<file path="src/rtl/stopwatch_pkg.sv">
// Shared types and digit moduli for the M:SS.t stopwatch controller.
package stopwatch_pkg;

    typedef enum logic [2:0] {
        IDLE     = 3'd0,
        RUN      = 3'd1,
        STOP     = 3'd2,
        LAP_RUN  = 3'd3,
        LAP_STOP = 3'd4
    } sw_state_t;

    localparam int MOD_TENTHS = 10;
    localparam int MOD_SEC_LO = 10;
    localparam int MOD_SEC_HI = 6;
    localparam int MOD_MIN    = 10;

    typedef struct packed {
        logic [3:0] min;
        logic [2:0] sec_hi;
        logic [3:0] sec_lo;
        logic [3:0] tenths;
    } sw_time_t;

endpackage

</file>
<file path="src/rtl/digit_cnt.sv">
// Single modulo-MOD digit counter. carry is combinational so the next
// digit in the cascade advances on the same edge as this one wraps.
module digit_cnt #(
    parameter int WIDTH = 4,
    parameter int MOD   = 10
) (
    input  logic             clk,
    input  logic             clr,
    input  logic             en,
    input  logic             zero,
    output logic [WIDTH-1:0] out,
    output logic             carry
);

    localparam logic [WIDTH-1:0] LAST = WIDTH'(MOD - 1);

    // Digit register: clear on reset or zero, otherwise advance modulo MOD
    always_ff @(posedge clk) begin
        if (clr || zero) begin
            out <= '0;
        end else if (en) begin
            out <= (out == LAST) ? '0 : out + WIDTH'(1);
        end
    end

    assign carry = en && (out == LAST);

endmodule

</file>
<file path="src/rtl/stopwatch_ctrl.sv">
// M:SS.t stopwatch: prescaler, start/stop/lap/zero FSM, four-digit cascade,
// lap snapshot and sticky overflow.
// Optional build macro STOPWATCH_OVF_HALT_EN: when defined the count
// saturates at 9:59.9 and the FSM stops instead of wrapping to 0:00.0.
//
// state    | meaning
// IDLE     | zeroed, waiting for start
// RUN      | counting, display live
// STOP     | paused, display live
// LAP_RUN  | counting, display frozen on snapshot
// LAP_STOP | paused, display frozen on snapshot
module stopwatch_ctrl
    import stopwatch_pkg::*;
#(
    parameter int PRESCALE = 10,
    parameter int PRE_W    = 4
) (
    input  logic       clk,
    input  logic       clr,
    input  logic       btn_ss,
    input  logic       btn_lap,
    input  logic       btn_zero,
    output logic [3:0] disp_tenths,
    output logic [3:0] disp_sec_lo,
    output logic [2:0] disp_sec_hi,
    output logic [3:0] disp_min,
    output logic       running,
    output logic       lap_hold,
    output logic       ovf
);

`ifdef STOPWATCH_OVF_HALT_EN
    localparam bit HALT_EN = 1'b1;
`else
    localparam bit HALT_EN = 1'b0;
`endif

    localparam logic [PRE_W-1:0] PRE_LAST = PRE_W'(PRESCALE - 1);

    sw_state_t         state;
    sw_state_t         state_next;
    logic [PRE_W-1:0]  pre_cnt;
    logic              tick;
    logic              at_max;
    logic              wrap_hit;
    logic              halt_hit;
    logic              ss_ok;
    logic              enter_idle;
    logic              lap_capture;

    logic [3:0] tenths_q;
    logic [3:0] sec_lo_q;
    logic [2:0] sec_hi_q;
    logic [3:0] min_q;
    logic       en_tenths;
    logic       c_tenths;
    logic       c_sec_lo;
    logic       c_sec_hi;
    logic       c_min;

    sw_time_t live;
    sw_time_t snap;
    sw_time_t shown;

    assign running  = (state == RUN) || (state == LAP_RUN);
    assign lap_hold = (state == LAP_RUN) || (state == LAP_STOP);
    assign tick     = running && (pre_cnt == PRE_LAST);

    assign at_max = (tenths_q == 4'(MOD_TENTHS - 1)) && (sec_lo_q == 4'(MOD_SEC_LO - 1))
                 && (sec_hi_q == 3'(MOD_SEC_HI - 1)) && (min_q == 4'(MOD_MIN - 1));

    // With halt enabled the cascade is held at 9:59.9, so the min carry never
    // fires and the overflow condition must come from the terminal compare.
    assign wrap_hit = HALT_EN ? (tick && at_max) : c_min;
    assign halt_hit = HALT_EN && wrap_hit;
    assign ss_ok    = btn_ss && !(HALT_EN && ovf);
    assign en_tenths = tick && !(HALT_EN && at_max);

    assign enter_idle  = (state_next == IDLE) && (state != IDLE);
    assign lap_capture = (state == RUN) && (state_next == LAP_RUN);

    // State register
    always_ff @(posedge clk) begin
        if (clr) begin
            state <= IDLE;
        end else begin
            state <= state_next;
        end
    end

    // Next-state logic with ss > lap > zero priority; forced stop on halt
    always_comb begin
        state_next = state;
        case (state)
            IDLE: begin
                if (btn_ss) state_next = RUN;
            end
            RUN: begin
                if (halt_hit)     state_next = STOP;
                else if (btn_ss)  state_next = STOP;
                else if (btn_lap) state_next = LAP_RUN;
            end
            LAP_RUN: begin
                if (halt_hit)     state_next = LAP_STOP;
                else if (btn_ss)  state_next = LAP_STOP;
                else if (btn_lap) state_next = RUN;
            end
            STOP: begin
                if (ss_ok)         state_next = RUN;
                else if (btn_zero) state_next = IDLE;
            end
            LAP_STOP: begin
                if (ss_ok)         state_next = LAP_RUN;
                else if (btn_lap)  state_next = STOP;
                else if (btn_zero) state_next = IDLE;
            end
            default: state_next = IDLE;
        endcase
    end

    // Prescaler: counts only while running so a pause keeps the partial count
    always_ff @(posedge clk) begin
        if (clr || enter_idle) begin
            pre_cnt <= '0;
        end else if (running) begin
            pre_cnt <= (pre_cnt == PRE_LAST) ? '0 : pre_cnt + PRE_W'(1);
        end
    end

    digit_cnt #(.WIDTH(4), .MOD(MOD_TENTHS)) u_tenths (
        .clk(clk), .clr(clr), .en(en_tenths), .zero(enter_idle),
        .out(tenths_q), .carry(c_tenths)
    );

    digit_cnt #(.WIDTH(4), .MOD(MOD_SEC_LO)) u_sec_lo (
        .clk(clk), .clr(clr), .en(c_tenths), .zero(enter_idle),
        .out(sec_lo_q), .carry(c_sec_lo)
    );

    digit_cnt #(.WIDTH(3), .MOD(MOD_SEC_HI)) u_sec_hi (
        .clk(clk), .clr(clr), .en(c_sec_lo), .zero(enter_idle),
        .out(sec_hi_q), .carry(c_sec_hi)
    );

    digit_cnt #(.WIDTH(4), .MOD(MOD_MIN)) u_min (
        .clk(clk), .clr(clr), .en(c_sec_hi), .zero(enter_idle),
        .out(min_q), .carry(c_min)
    );

    assign live = '{min: min_q, sec_hi: sec_hi_q, sec_lo: sec_lo_q, tenths: tenths_q};

    // Lap snapshot takes the pre-increment live value on RUN->LAP_RUN
    always_ff @(posedge clk) begin
        if (clr || enter_idle) begin
            snap <= '0;
        end else if (lap_capture) begin
            snap <= live;
        end
    end

    // Sticky overflow, cleared only by reset or returning to IDLE
    always_ff @(posedge clk) begin
        if (clr || enter_idle) begin
            ovf <= 1'b0;
        end else if (wrap_hit) begin
            ovf <= 1'b1;
        end
    end

    assign shown       = lap_hold ? snap : live;
    assign disp_tenths = shown.tenths;
    assign disp_sec_lo = shown.sec_lo;
    assign disp_sec_hi = shown.sec_hi;
    assign disp_min    = shown.min;

endmodule

</file>
<file path="config.mk">
export PLATFORM = sky130hd
export DESIGN_NAME = stopwatch_ctrl
export DESIGN_NICKNAME = d
export VERILOG_FILES = /design/src/rtl/stopwatch_pkg.sv /design/src/rtl/digit_cnt.sv /design/src/rtl/stopwatch_ctrl.sv
export SDC_FILE = /design/constraint.sdc
export NUM_CORES = 1
export LEC_CHECK = 0
export BUFFER_PORTS_ARGS = -buffer_cell sky130_fd_sc_hd__buf_2
export CORE_MARGIN = 8
export CORE_UTILIZATION = 55
export CTS_CLUSTER_DIAMETER = 150
export DETAILED_ROUTE_END_ITERATION = 10
export GPL_TIMING_DRIVEN = 1
export PLACE_DENSITY = 0.82
export SYNTH_ARGS = -nofsm -noshare
export SYNTH_HDL_FRONTEND = slang
export SYNTH_SLANG_ARGS = --single-unit
export TNS_END_PERCENT = 20
</file>
<file path="constraint.sdc">
create_clock -name clk -period 1.7 [get_ports clk]
set_input_delay 0 -clock clk [delete_from_list [all_inputs] [get_ports clk]]
set_output_delay 0 -clock clk [all_outputs]
set_load 0.03 [all_outputs]
</file>
# == After elaboration in Yosys (flattened, before gate mapping) ==
# Cells that the tools add are included.
# op_classes
addsub,5
mul,0
div,0
order_cmp,0
n_eq_ne,10
shift,0
n_mux,16
bitwise_logic,0
n_reduce_logical,13
# ops
op,count
$mux 3,10
$add 4x1->4 const B,4
$eq 4x4->1 const B,4
$mux 4,4
$mux 15,1
$pmux 3 s5,1
$eq 3x2->1 const B,3
$logic_and 1x1->1,7
$eq 3x3->1 const B,2
$logic_not 3->1,2
$add 3x1->3 const B,1
$eq 3x1->1 const B,1
$logic_or 1x1->1,3
$reduce_bool 3->1,1
# totals
ff_bits,38
latch_bits,0
ram_bits,0
romBits,0
output_inout_bits,18
elab_cells,55
memories,0

# == Longest topological paths before layout ==
# logic_depth
ltp_word,7
mapped_depth,7

# == Cells and area by module ==
# A second synthesis with hierarchy kept.
# hier_totals
hier_cells,218
hier_area_um2,2088.3
# by_module_without_submodules
mod,n_inst,cells_per_inst,area_each_um2,seq_area_each_um2
stopwatch_ctrl,1,145,1363.8,460.4
digit_cnt (u_min ...),3,20,192.7,80.1
digit_cnt (u_sec_hi),1,13,146.4,60.1

# == Least setup slack after synthesis ==
# Ideal clock, no wire load.
# synth_timing
path_type,register -> register
startpoint,register state[0]
endpoint,register snap[0] in the netlist's numbering
t_arrival_ns,1.587
t_required_ns,1.572
setup_slack_ns,-0.015
stages_incl_launch_ff,8
n_path_buf,3
period_less_slack_ns,1.715
cell_sequence,dfxtp_1 -> buf_6 -> and2b_1 -> and3_1 -> buf_2 -> buf_4 -> mux2i_1 -> nor2_1
# synth_between
elab_chain_len,7
word_cells_on_any_way,21
cone_classes,eq/ne (5); mux (10); reduce/logical (6)
# synth_rtl
element,line_no,rtl
"start, declared",stopwatch_ctrl.sv:40,sw_state_t state;
"start signal, assigned",stopwatch_ctrl.sv:87,state <= state_next;
$mux 3,"stopwatch_ctrl.sv:110, stopwatch_ctrl.sv:115",
$mux 3,stopwatch_ctrl.sv:114,else if (btn_lap) state_next = STOP;
$mux 3,stopwatch_ctrl.sv:113,if (ss_ok) state_next = LAP_RUN;
$pmux 3 s5,stopwatch_ctrl.sv:94,case (state)
$logic_not 3->1,stopwatch_ctrl.sv:79,assign enter_idle = (state_next == IDLE) && (state != IDLE);
$logic_and 1x1->1,stopwatch_ctrl.sv:79,
$logic_or 1x1->1,stopwatch_ctrl.sv:154,if (clr || enter_idle) begin
"end signal, assigned",stopwatch_ctrl.sv:157,snap <= live;
"end, declared",stopwatch_ctrl.sv:62,sw_time_t snap;
# Parallel ways exist; a longest one is shown, timed or not.
# A chain may end at the register's enable or synchronous reset.

# == Worst setup path in the final report ==
# layout_timing
startpoint,register state[0]
endpoint,output disp_sec_hi[0]
# layout_between
elab_chain_len,3
word_cells_on_any_way,4
cone_classes,eq/ne (2); mux (1); reduce/logical (1)
# layout_rtl
element,line_no,rtl
$eq 3x2->1 or $eq 3x3->1 (tied branches),stopwatch_ctrl.sv:66,assign lap_hold = (state == LAP_RUN) || (state == LAP_STOP);
$logic_or 1x1->1 (*),stopwatch_ctrl.sv:66,
$mux 15 (*),stopwatch_ctrl.sv:170,assign shown = lap_hold ? snap : live;
"end, declared",stopwatch_ctrl.sv:25,"output logic [2:0] disp_sec_hi,"
# Every way passes the cells marked *; elsewhere a longest branch is shown, timed or not.

==> results.cfg <==
[run_status]
run_status = finished, violations left
violations = setup timing

[clock_network]
clkSlewWorstSetupHoldPaths_ps = 120
cts_tree = built
clkSinkCount = 38
ctsRootBufferMaster = clkbuf_4
clockBufferDepth = 2
htreeDepth = 2
clkLatencyLatePin_ps = 340
numCtsBuffers = 5

[sta]
holdWs_ps = 113
grt_setup_unrepaired = yes
worstMarginPinSlew_ps = 274
slew_violations = 0
final.setup.worst_slack_ps = -12.2
setup_tns_ps = -30.1
fin_crit_ps = 1710
fmax_mhz = 584
skew_ps = 15.3
period_share_pct = 101
setup_violations = 5
hold_viol = 0
maxSlewHeadroom_pct = 81.7

[routing]
firstDrtPassIters = 4
wire_per_inst_um = 15.2
drtIter0Drc = 86
drcViolationCount = 0
wirelength_mm = 4.65
vias = 1703
viasPerCell = 5.57
ant_nets = 0

[setup_path]
regToRegSetupSlack_ps = 90
criticalPathCategory = flip-flop to output pin
startpoint_type = flip-flop
cp_max_fo = 6
arrival_ps = 1710
endpoint = disp_sec_hi[0]
endpoint_kind = output pin
timing.critical_path.from = state[0]
required_ps = 1700
r2r_end = state[2]
reg2reg_depth = 7
r2r_start = state[0]

[final_layout]
layout.cells.non_filler = 306
area_growth_pct = 31.7
fin_nets = 262
drive_gt1_share_pct = 35.7
design_area_um2 = 2610
antenna_cells = 0
multi_input_area_um2 = 1200
final_core_util_pct = 73.5
fillers = 231
seq_area_um2 = 767

[logic_synthesis]
synth.net_count = 217
synth_seq_area_share_pct = 38.4
async_flop_share_pct = 0
synth_area_um2 = 1980
synthFlopType = dfxtp_1
syn-instance-count = 212
synth_cell_types = 46
avgSynthCellArea_um2 = 9.35
synth_edf_count = 0
ys_warn_count = 0
yosys_register_bits = 38

[floorplanning]
fp.coreArea_um2 = 3550
num_rows = 22
die_w_um = 76.0
dieArea_um2 = 5780
io_pins = 23
die_h_um = 76.0
initial_core_util_pct = 55.8

[power_and_ir_drop]
power_density_nw_per_um2 = 742
p_leak_nw = 1.08
max-vdd-ir-drop_mv = 0.394
power_mw = 1.94

[place]
io_buffer_count = 22
hpwlAfterDp_mm = 2.83
placed_area_um2 = 2230
dp_slack_ps = 77.5
place.gp.congestion = 0.765
dp_cells = 289

[grt]
grt_pass1_vias = 1707
met2_usage_pct = 27.6
grt_usage_pct = 15.9
grt_max_degree = 26
grt_pass1_wl_mm = 7.74
busiest_layer = met2
grt_use_met3_pct = 4.72
antenna_found_initial = 0
grt_overflow = 0
use_met1_pct = 17.7

[run]
maxCapViolations = 0

[worst_hold_path]
hold_path.class = primary input to flip-flop
min_path_cells = 4
## sequential cells by signal, indices dropped and copies added, names as in the netlist
| signal | count |
|---|---|
| ovf | 1 |
| pre_cnt | 4 |
| snap | 15 |
| state | 3 |
| u_min.out | 4 |
| u_sec_hi.out | 3 |
| u_sec_lo.out | 4 |
| u_tenths.out | 4 |
## synth_stat cells, drive strengths merged (2+ instances only)
master | count | area, um2
xor2 | 4 | 35.0
inv | 4 | 15.0
nor3 | 2 | 10.0
nand2 | 11 | 41.3
nand3 | 4 | 20.0
o31ai | 2 | 15.0
a31oi | 3 | 18.8
mux2 | 15 | 169
clkbuf | 4 | 15.0
and4bb | 3 | 41.3
nand4bb | 2 | 27.5
a21o | 2 | 15.0
a21oi | 14 | 73.8
or4 | 4 | 33.8
buf | 10 | 80.1
xnor2 | 4 | 35.0
dfxtp | 38 | 761
nor2 | 30 | 113
and2b | 2 | 16.3
or3 | 5 | 32.5
o21ai | 10 | 53.8
nand2b | 3 | 18.8
nand4b | 2 | 32.5
nor3b | 3 | 27.5
nand4 | 3 | 33.8
mux2i | 16 | 160
nor2b | 6 | 37.5
## timing repair
item / in CTS / in global routing
buffers inserted: 3 / 4
resized for setup: 56 / 9
setup endpoints to repair: 15 / 24
pin swaps: 1 / 5
gates cloned: 1 / 0
hold endpoints to repair: 3 / 0
hold buffers: 4 / 0
## layer usage
layer | wire length [um] | vias to the layer above
li1 | - | 838
met1 | 2060 | 820
met2 | 2310 | 37
met3 | 199 | 8
met4 | 91 | 0
met5 | 0 | -
## cell type report
class                      instances  share of cell area (%)
clock buffer                       6                    1.97
sequential                        38                    29.4
clock inverter                     2                    2.30
inverter                           4                   0.575
tap                               48                    2.30
multi-input combinational        156                    45.9
timing repair buffer              52                    17.5
## cell families (layout without fill, tap and decap cells)
logic type,count (synthesis),count (layout),share of synthesized area (%)
AOI/OAI and AO/OA,33,33,9.79
and+or+nand+nor,84,84,26.1
muxes,31,31,16.6
DFF,38,38,38.4
xor gates and xnor gates,8,8,3.53
buffers and inverters,18,64,5.55
## cells in the final DEF (no fill, tap or decap), types with 3 or more instances in the layout
cell           count
nand3_1            4
dfxtp_1           35
xor2_1             4
buf_6             20
buf_2              7
mux2_4            15
buf_4             21
o21ai_0            9
nand2b_1           3
nor2b_1            6
dlygate4sd3_1      4
inv_1              4
mux2i_1           16
or4_1              3
a21oi_1           13
or3_1              4
a31oi_1            3
clkbuf_4           5
nand2_1            9
xnor2_1            4
nor2_1            29
## critical path, stage by stage (launching register included)
cell     delay [ps]
dfxtp_2         350
buf_6           120
nor2_4           90
nand2_2          80
o21ai_4          80
buf_6           180
mux2_4          320
buf_6           140
## worst min path at each step
stage | end | start
after floorplan | state[2] | clr
after global placement | state[0] | clr
after detailed placement | state[2] | clr
after CTS | state[1] | btn_lap
after global routing | state[1] | btn_lap
final | state[1] | btn_lap
## where the power goes
| part | internal, mW | total [mW] | leakage (nW) | switching (mW) |
|---|---|---|---|---|
| logic | 0.104 | 0.223 | 0.715 | 0.119 |
| registers | 0.903 | 0.916 | 0.308 | 0.0138 |
| clock network | 0.498 | 0.797 | 0.0585 | 0.299 |
| total | 1.50 | 1.94 | 1.08 | 0.432 |
Power figures use the tool's default switching activity.
